--- config.mk ---
export PLATFORM = sky130hd
export DESIGN_NAME = mult_div_unit
export DESIGN_NICKNAME = d
export VERILOG_FILES = /design/src/rtl/mult_div_unit.sv
export SDC_FILE = /design/constraint.sdc
export NUM_CORES = 1
export LEC_CHECK = 0
export ABC_AREA = 0
export CAP_MARGIN = 5
export CORE_UTILIZATION = 55
export DETAILED_ROUTE_END_ITERATION = 10
export PLACE_DENSITY_LB_ADDON = 0.3
export SYNTH_ARGS = -nofsm -noshare
export SYNTH_HDL_FRONTEND = slang
export SYNTH_SLANG_ARGS = --single-unit
--- constraint.sdc ---
create_clock -name CLK -period 4.89 [get_ports CLK]
set_input_delay 0.978 -clock CLK [delete_from_list [all_inputs] [get_ports CLK]]
set_output_delay 0.978 -clock CLK [all_outputs]
set_load 0.01 [all_outputs]
--- src/rtl/mult_div_unit.sv ---
// -----------------------------------------------------------------------------
// mult_div_unit
//
// Iterative HI/LO multiply/divide unit for the MIPS execute stage.
// It runs MULT/MULTU with a radix-2 shift-add and DIV/DIVU with a restoring
// shift-subtract. Each operation takes 32 iterations plus one sign-fix cycle.
// Results land in the HI/LO registers, which MTHI/MTLO can also load directly.
//
// Ports
//   CLK    in   1   rising-edge clock
//   RST_N  in   1   asynchronous active-low reset
//   START  in   1   begin an operation (sampled only while idle)
//   OP     in   2   00 MULT, 01 MULTU, 10 DIV, 11 DIVU
//   A      in  32   rs operand (multiplicand / dividend)
//   B      in  32   rt operand (multiplier / divisor)
//   HI_WE  in   1   MTHI write strobe (idle only)
//   LO_WE  in   1   MTLO write strobe (idle only)
//   WDATA  in  32   MTHI/MTLO data
//   BUSY   out  1   operation in progress
//   DONE   out  1   one-cycle pulse when HI/LO were just written by an operation
//   HI     out 32   HI register
//   LO     out 32   LO register
//
// Build option
//   MULDIV_DIV_EN  defined   : divider datapath present, all four ops work.
//                  undefined : no divider. DIV/DIVU pulse DONE right after the
//                              accepting edge and leave HI/LO untouched.
// -----------------------------------------------------------------------------
module mult_div_unit (
   input  logic        CLK,
   input  logic        RST_N,
   input  logic        START,
   input  logic [1:0]  OP,
   input  logic [31:0] A,
   input  logic [31:0] B,
   input  logic        HI_WE,
   input  logic        LO_WE,
   input  logic [31:0] WDATA,
   output logic        BUSY,
   output logic        DONE,
   output logic [31:0] HI,
   output logic [31:0] LO
);

   typedef enum logic [1:0] {
      S_IDLE = 2'd0,
      S_CALC = 2'd1,
      S_FIX  = 2'd2
   } state_t;

   // Magnitude of a 32-bit operand; only signed negative values are negated.
   function automatic logic [31:0] mag32(input logic [31:0] v, input logic is_signed);
      logic [31:0] r;
      if (is_signed && v[31]) begin
         r = ~v + 32'd1;
      end else begin
         r = v;
      end
      return r;
   endfunction

   // 32-bit two's complement negation.
   function automatic logic [31:0] neg32(input logic [31:0] v);
      return ~v + 32'd1;
   endfunction

   // 64-bit two's complement negation.
   function automatic logic [63:0] neg64(input logic [63:0] v);
      return ~v + 64'd1;
   endfunction

   state_t      state_q, state_d;
   logic [4:0]  cnt_q, cnt_d;
   // Multiply: {partial product high, multiplier/low product}.
   // Divide:   {partial remainder, dividend shifting out / quotient shifting in}.
   logic [63:0] acc_q, acc_d;
   // Multiplicand magnitude for multiply, divisor magnitude for divide.
   logic [31:0] opnd_q, opnd_d;
   logic        sign_a_q, sign_a_d;
   logic        sign_b_q, sign_b_d;
   logic        busy_q, busy_d;
   logic        done_q, done_d;
   logic [31:0] hi_q, hi_d;
   logic [31:0] lo_q, lo_d;
   logic [32:0] mul_sum_s;
   logic [63:0] prod_s;
`ifdef MULDIV_DIV_EN
   logic        div_q, div_d;
   logic [32:0] div_rsh_s;
   logic [32:0] div_diff_s;
   logic [31:0] quo_s;
   logic [31:0] rem_s;
`endif

   // Next-state, datapath iteration and output register inputs.
   always_comb begin
      state_d   = state_q;
      cnt_d     = cnt_q;
      acc_d     = acc_q;
      opnd_d    = opnd_q;
      sign_a_d  = sign_a_q;
      sign_b_d  = sign_b_q;
      busy_d    = busy_q;
      done_d    = 1'b0;
      hi_d      = hi_q;
      lo_d      = lo_q;
      mul_sum_s = 33'h0;
      prod_s    = 64'h0;
`ifdef MULDIV_DIV_EN
      div_d      = div_q;
      div_rsh_s  = 33'h0;
      div_diff_s = 33'h0;
      quo_s      = 32'h0;
      rem_s      = 32'h0;
`endif

      case (state_q)
         S_IDLE: begin
            if (START) begin
               // START beats a simultaneous MTHI/MTLO; the write is dropped.
               sign_a_d = ~OP[0] & A[31];
               sign_b_d = ~OP[0] & B[31];
`ifdef MULDIV_DIV_EN
               div_d   = OP[1];
               cnt_d   = 5'd0;
               busy_d  = 1'b1;
               state_d = S_CALC;
               if (OP[1]) begin
                  acc_d  = {32'h0, mag32(A, ~OP[0])};
                  opnd_d = mag32(B, ~OP[0]);
               end else begin
                  acc_d  = {32'h0, mag32(B, ~OP[0])};
                  opnd_d = mag32(A, ~OP[0]);
               end
`else
               if (OP[1]) begin
                  // No divider: acknowledge immediately, HI/LO untouched.
                  done_d  = 1'b1;
                  state_d = S_IDLE;
               end else begin
                  acc_d   = {32'h0, mag32(B, ~OP[0])};
                  opnd_d  = mag32(A, ~OP[0]);
                  cnt_d   = 5'd0;
                  busy_d  = 1'b1;
                  state_d = S_CALC;
               end
`endif
            end else begin
               if (HI_WE) begin
                  hi_d = WDATA;
               end else begin
                  hi_d = hi_q;
               end
               if (LO_WE) begin
                  lo_d = WDATA;
               end else begin
                  lo_d = lo_q;
               end
            end
         end

         S_CALC: begin
            cnt_d = cnt_q + 5'd1;
            if (cnt_q == 5'd31) begin
               state_d = S_FIX;
            end else begin
               state_d = S_CALC;
            end
`ifdef MULDIV_DIV_EN
            if (div_q) begin
               // Restoring step: the remainder always stays below the divisor,
               // so bit 32 of the difference is a clean borrow flag.
               div_rsh_s  = {acc_q[63:32], acc_q[31]};
               div_diff_s = div_rsh_s - {1'b0, opnd_q};
               if (!div_diff_s[32]) begin
                  acc_d = {div_diff_s[31:0], acc_q[30:0], 1'b1};
               end else begin
                  acc_d = {div_rsh_s[31:0], acc_q[30:0], 1'b0};
               end
            end else begin
               mul_sum_s = {1'b0, acc_q[63:32]} + (acc_q[0] ? {1'b0, opnd_q} : 33'h0);
               acc_d     = {mul_sum_s, acc_q[31:1]};
            end
`else
            mul_sum_s = {1'b0, acc_q[63:32]} + (acc_q[0] ? {1'b0, opnd_q} : 33'h0);
            acc_d     = {mul_sum_s, acc_q[31:1]};
`endif
         end

         S_FIX: begin
            state_d = S_IDLE;
            busy_d  = 1'b0;
            done_d  = 1'b1;
`ifdef MULDIV_DIV_EN
            if (div_q) begin
               quo_s = acc_q[31:0];
               rem_s = acc_q[63:32];
               // With a zero divisor the remainder is the dividend magnitude,
               // so re-applying the dividend sign gives back raw A.
               hi_d = sign_a_q ? neg32(rem_s) : rem_s;
               if (opnd_q == 32'h0) begin
                  lo_d = 32'hFFFF_FFFF;
               end else begin
                  lo_d = (sign_a_q ^ sign_b_q) ? neg32(quo_s) : quo_s;
               end
            end else begin
               prod_s = (sign_a_q ^ sign_b_q) ? neg64(acc_q) : acc_q;
               hi_d   = prod_s[63:32];
               lo_d   = prod_s[31:0];
            end
`else
            prod_s = (sign_a_q ^ sign_b_q) ? neg64(acc_q) : acc_q;
            hi_d   = prod_s[63:32];
            lo_d   = prod_s[31:0];
`endif
         end

         default: begin
            state_d = S_IDLE;
            busy_d  = 1'b0;
         end
      endcase
   end

   // State and datapath registers; reset aborts any operation and clears HI/LO.
   always_ff @(posedge CLK or negedge RST_N) begin
      if (!RST_N) begin
         state_q  <= S_IDLE;
         cnt_q    <= 5'd0;
         acc_q    <= 64'h0;
         opnd_q   <= 32'h0;
         sign_a_q <= 1'b0;
         sign_b_q <= 1'b0;
         busy_q   <= 1'b0;
         done_q   <= 1'b0;
         hi_q     <= 32'h0;
         lo_q     <= 32'h0;
`ifdef MULDIV_DIV_EN
         div_q    <= 1'b0;
`endif
      end else begin
         state_q  <= state_d;
         cnt_q    <= cnt_d;
         acc_q    <= acc_d;
         opnd_q   <= opnd_d;
         sign_a_q <= sign_a_d;
         sign_b_q <= sign_b_d;
         busy_q   <= busy_d;
         done_q   <= done_d;
         hi_q     <= hi_d;
         lo_q     <= lo_d;
`ifdef MULDIV_DIV_EN
         div_q    <= div_d;
`endif
      end
   end

   assign BUSY = busy_q;
   assign DONE = done_q;
   assign HI   = hi_q;
   assign LO   = lo_q;

endmodule

## Yosys cells after proc, flatten, opt, wreduce, memory -nomap -nowiden

Cells that the tools add are included.

| storage, ports and cells | value |
|---|---|
| input bits | 103 |
| output and inout port bits | 66 |
| bits in registers | 171 |
| logic and storage cells | 69 |

| cells by class | value |
|---|---|
| multiplexer cells | 26 |
| equality and inequality tests | 8 |
| reductions and logical operators | 11 |
| add/subtract/negate cells | 5 |
| bitwise operators | 9 |

Operators by type and width:

| kind | count |
|---|---|
| two-way mux 32 bit | 7 |
| two-way mux 64 bit | 3 |
| case mux 32 bit (2 select lines) | 2 |
| case mux 64 bit (2 select lines) | 1 |
| adder 32 x 1 -> 32 bit, second input constant | 2 |
| adder 64 x 1 -> 64 bit, second input constant | 1 |
| NOT 32 bit | 2 |
| NOT 64 bit | 1 |
| adder 32 x 32 -> 33 bit | 1 |
| AND reduction 3 bit | 5 |
| two-way mux 5 bit | 2 |
| != test 2 bit, second input constant | 5 |
| case mux 5 bit (2 select lines) | 1 |
| adder 5 x 1 -> 5 bit, second input constant | 1 |
| equality test 5 bit, second input constant | 1 |
| two-way mux 1 bit | 5 |
| two-way mux 2 bit | 2 |
| case mux 1 bit (2 select lines) | 2 |
| case mux 2 bit (2 select lines) | 1 |
| nonzero test 2 bit | 2 |
| NOT 1 bit | 3 |
| bitwise AND 1 bit | 2 |
| equality test 2 x 1 -> 1 bit, second input constant | 1 |
| equality test 2 bit, second input constant | 1 |
| other kinds (4) | 5 |

## Longest topological paths before layout

| depth | value |
|---|---|
| depth after elaboration | 6 |
| mapped depth | 13 |
| gate-level depth less buffers | 11 |

## Worst setup path before layout

Ideal clock, no wire load.

| timing | value |
|---|---|
| path type | input -> register |
| start | in A[16] |
| end | reg opnd_q[30] |
| path buffers | 0 |
| stages on the path | 7 |
| required time | 4.761 ns |
| data arrival time | 3.105 ns |
| setup time | 0.129 ns |
| setup slack | 1.657 ns |
| path through | or4_1 > or3_1 > or4b_4 > or3_1 > o21ai_0 > xor2_1 > o21ai_1 |

| on the way | value |
|---|---|
| longest elaborated chain between the ends | 3 |

RTL lines:

| item | RTL line | source |
|---|---|---|
| start: declaration | 34 | `input logic [31:0] A,` |
| NOT 32 bit | 55 | `r = ~v + 32'd1;` |
| adder 32 x 1 -> 32 bit | 55 |  |
| two-way mux 32 bit | 54 | `if (is_signed && v[31]) begin` |
| end signal: assignment | 245 | `opnd_q <= opnd_d;` |
| end: declaration | 78 | `logic [31:0] opnd_q, opnd_d;` |

Every way passes these cells.
A chain may end at the register's enable or synchronous reset.

## Worst setup path in the final report

| timing | value |
|---|---|
| start | reg acc_q[0] |
| end | reg acc_q[57] |

| on the way | value |
|---|---|
| longest elaborated chain between the ends | 3 |

RTL lines:

| item | RTL line | source |
|---|---|---|
| start: declaration | 76 | `logic [63:0] acc_q, acc_d;` |
| start signal: assignment | 230 | `acc_q <= 64'h0;` |
| start signal: assignment | 244 | `acc_q <= acc_d;` |
| two-way mux 32 bit | 185 | `mul_sum_s = {1'b0, acc_q[63:32]} + (acc_q[0] ? {1'b0, opnd_q} : 33'h0);` |
| adder 32 x 32 -> 33 bit | 185 |  |
| case mux 64 bit (2 select lines) | 117 | `case (state_q)` |

Every way passes these cells.

==> metrics.cfg <==
[setup_path]
cp.required_ns = 5.18
startpoint_type = register
crit_chain = and2_1 -> ha_1 -> a211oi_1 -> a21oi_1 -> o311ai_0 -> a21oi_1 -> mux2i_1 -> o311ai_0
crit_type = reg -> reg
crit_path_end_kind = register
cpLargestDelayFamily = compound AO/OA/AOI/OAI gates
max_stage_delay_ns = 1.00
path_max_fanout = 38
slowest_stage = dfrtp_1
crit_buf_inv = 0
worst_ep_arrival_time_ns = 3.92

[route]
ant_nets = 0
wirelength_mm = 33.0
drt-vias-per-instance = 6.08
route.detailed.drc = 0
wl_per_cell_um = 18.3
drt_pass1_iterations = 5
num_vias = 10900
drtIter0Drc = 1061

[yosys]
yosys_most_used_dff = dfrtp_1
ys_ff_latch = 171
synth_edf_count = 0
syn_inst = 1389
synth_cell_types = 61
async_flop_share_pct = 100
synth_area_um2 = 11700
syn_nets = 1530
synth.avg_cell_area_um2 = 8.41
ys_seq_area_share_pct = 36.6
synth_warnings = 0

[finish]
area_growth_pct = 21.8
final_layout_size_suffix_gt1_share_pct = 4.38
n_antenna_cell = 0
final_util_pct = 69.4
nets = 1656

[timing]
period_share_pct = 74.1
setup_viol = 0
fmax_mhz = 276
slew_headroom_pct = 33.3
clock-skew-final_ns = 0.00762
rsz0062_at_grt = false
fin_tns_setup_ns = 0
worst_pin_slew_ns = 0.999
finalHoldViolCount = 0
whs_ns = 0.473
min_period_ns = 3.62
slew_viol_final = 0

[flow_run]
cap_violations = 0

[clock_network]
post_cts_resized = 0
cts_tree = done
path_clk_slew_ns = 0.07
clock-sinks = 171
cts_buffer_depth = 2
htreeDepth = 4
cts_root_buffer = clkbuf_16
numCtsBuffers = 17
ctsHoldBuffers = 0
insertion_delay_ns = 0.44
cts_setup_buffers = 0

[die]
start_util_pct = 57.0
placementRows = 52
die_h_um = 148
dieArea_um2 = 21800
die_w_um = 148
core_um2 = 20500
ioPinCount = 169

[grt]
grtUsageTotal_pct = 31.0
grt_pass1_vias = 10100
grt_antenna_before_repair = 0
grt_pass1_wl_mm = 52.9
overflow = 0
grt_max_degree = 91

[placed_design]
dpl.hpwl_mm = 25.0
port_buffers = 168
routabilityCongestion = 0.951

[pwr]
power_density_nw_per_um2 = 656
vdd_drop_max_mv = 0.257
p_leak_uw = 0.00579

[outcome]
outcome = finished clean

[worst_hold_path]
holdCritPathClass = reg -> reg

==> worst register-to-register path, stage by stage, from the launching register on <==
cell      delay (ns)
dfrtp_1         1.00
and2_1          0.26
ha_1            0.29
a211oi_1        0.46
a21oi_1         0.20
o311ai_0        0.80
a21oi_1         0.19
mux2i_1         0.17
o311ai_0        0.12
==> metal layers <==
metal | wire length (um) | track usage [%] | vias to the layer above
met2 | 14700 | 47.8 | 461
met4 | 928 | 11.0 | 0
li1 | - | - | 5238
met3 | 2440 | 4.23 | 58
met5 | 0 | 0 | -
met1 | 14900 | 44.6 | 5168
==> cell usage after synthesis, drive strengths merged (4+ instances only) <==
cell / count / area share [%]
a21oi: 115 / 4.9
nor2b: 38 / 2.0
or4: 15 / 0.96
and3: 11 / 0.59
dfrtp: 171 / 37
nand2b: 11 / 0.59
nand3: 22 / 0.94
o31ai: 22 / 1.5
o41ai: 7 / 0.59
a22oi: 17 / 1.1
or3: 16 / 0.90
buf: 6 / 0.21
nor2: 81 / 2.6
xnor2: 73 / 5.5
a31oi: 16 / 0.86
nand2: 158 / 5.1
nand4: 7 / 0.37
o21a: 4 / 0.26
inv: 29 / 0.93
a21o: 26 / 1.7
o21bai: 4 / 0.26
and2: 41 / 2.2
nor3b: 6 / 0.39
ha: 37 / 4.0
mux2i: 36 / 3.1
a211oi: 36 / 2.3
o21ai: 154 / 6.6
a32o: 4 / 0.34
xor2: 64 / 4.8
nor3: 28 / 1.2
nor4: 14 / 0.80
o22ai: 10 / 0.54
o211ai: 4 / 0.26
clkbuf: 73 / 2.3
==> path summary, 6_finish.rpt <==
check                           slack, ns                      to  cells after the start                    from
worst max-delay path                 1.27   acc_q[57]$_DFFE_PN0P_                      8    acc_q[0]$_DFFE_PN0P_
worst min-delay path                 0.47  opnd_q[15]$_DFFE_PN0P_                      2  opnd_q[15]$_DFFE_PN0P_
worst max register to register       1.27   acc_q[57]$_DFFE_PN0P_                      8    acc_q[0]$_DFFE_PN0P_
worst min register to register       0.47  opnd_q[15]$_DFFE_PN0P_                      2  opnd_q[15]$_DFFE_PN0P_
max in group asynchronous            3.20      HI[11]$_DFFE_PN0P_                      2                   RST_N
min in group asynchronous            0.58       LO[7]$_DFFE_PN0P_                      1                   RST_N
==> where the power goes <==
group          internal (uW)  switching, uW
combinational           2260           2630
clock                    921            600
sequential              2110            796
total                   5300           4030
==> sequential cells by signal, indices dropped and copies added (netlist names) <==
register,count
BUSY,1
DONE,1
HI,32
LO,32
acc_q,64
cnt_q,5
opnd_q,32
sign_a_q,1
sign_b_q,1
state_q,2
==> final cells by class <==
| cell class | instances | area, um^2 |
|---|---|---|
| clock buffer | 18 | 429 |
| clock inverter | 14 | 231 |
| fill | 1644 | 6270 |
| inverter | 29 | 109 |
| multi-input combinational | 1110 | 7020 |
| sequential | 171 | 4280 |
| tap | 270 | 338 |
| timing repair buffer | 186 | 1820 |
==> layout by cell type (no fill, tap or decap), types with 5 or more instances in the layout <==
cell type / instances
nor3_1: 28
xnor2_1: 72
mux2i_1: 36
nand4_1: 7
nor4_1: 13
or4_1: 15
inv_1: 29
nor2_1: 80
a22oi_1: 17
clkdlybuf4s50_1: 167
o31ai_1: 21
o22ai_1: 10
nand3_1: 22
buf_4: 18
o21ai_0: 150
xor2_1: 64
a211oi_1: 36
ha_1: 37
nor2b_1: 37
bufinv_16: 5
dfrtp_1: 171
nand2_1: 158
and3_1: 11
nand2b_1: 10
or3_1: 15
and2_1: 39
nor3b_1: 6
clkbuf_16: 17
a21oi_1: 115
o41ai_1: 6
a31oi_1: 16
a21o_1: 25
==> cells by family (layout without fill, tap and decap cells) <==
| group | Yosys count | after routing | share of synthesized area [%] |
|---|---|---|---|
| AND/OR/NAND/NOR | 462 | 462 | 19.8 |
| AO/OA/AOI/OAI | 435 | 435 | 22.4 |
| multiplexers | 38 | 38 | 3.28 |
| adder cells (fa/ha/maj) | 38 | 38 | 4.13 |
| flip-flops | 171 | 171 | 36.6 |
| XOR/XNOR | 137 | 137 | 10.3 |
| buffers and inverters | 108 | 247 | 3.49 |
==> stage by stage <==
| step | setup slack, ns | instances | total power, uW | area, um^2 |
|---|---|---|---|---|
| after floorplan | 1.66 | 1389 | 6040 | 11700 |
| after global placement | 1.05 | 1766 | 7520 | 13600 |
| after detailed placement | 0.950 | 1766 | 7710 | 13600 |
| after CTS | 1.33 | 1798 | 9270 | 14200 |
| after global routing | 1.02 | 1798 | 10000 | 14200 |
| final | 1.27 | 1798 | 9320 | 14200 |
(Power assumes the default switching activity.)
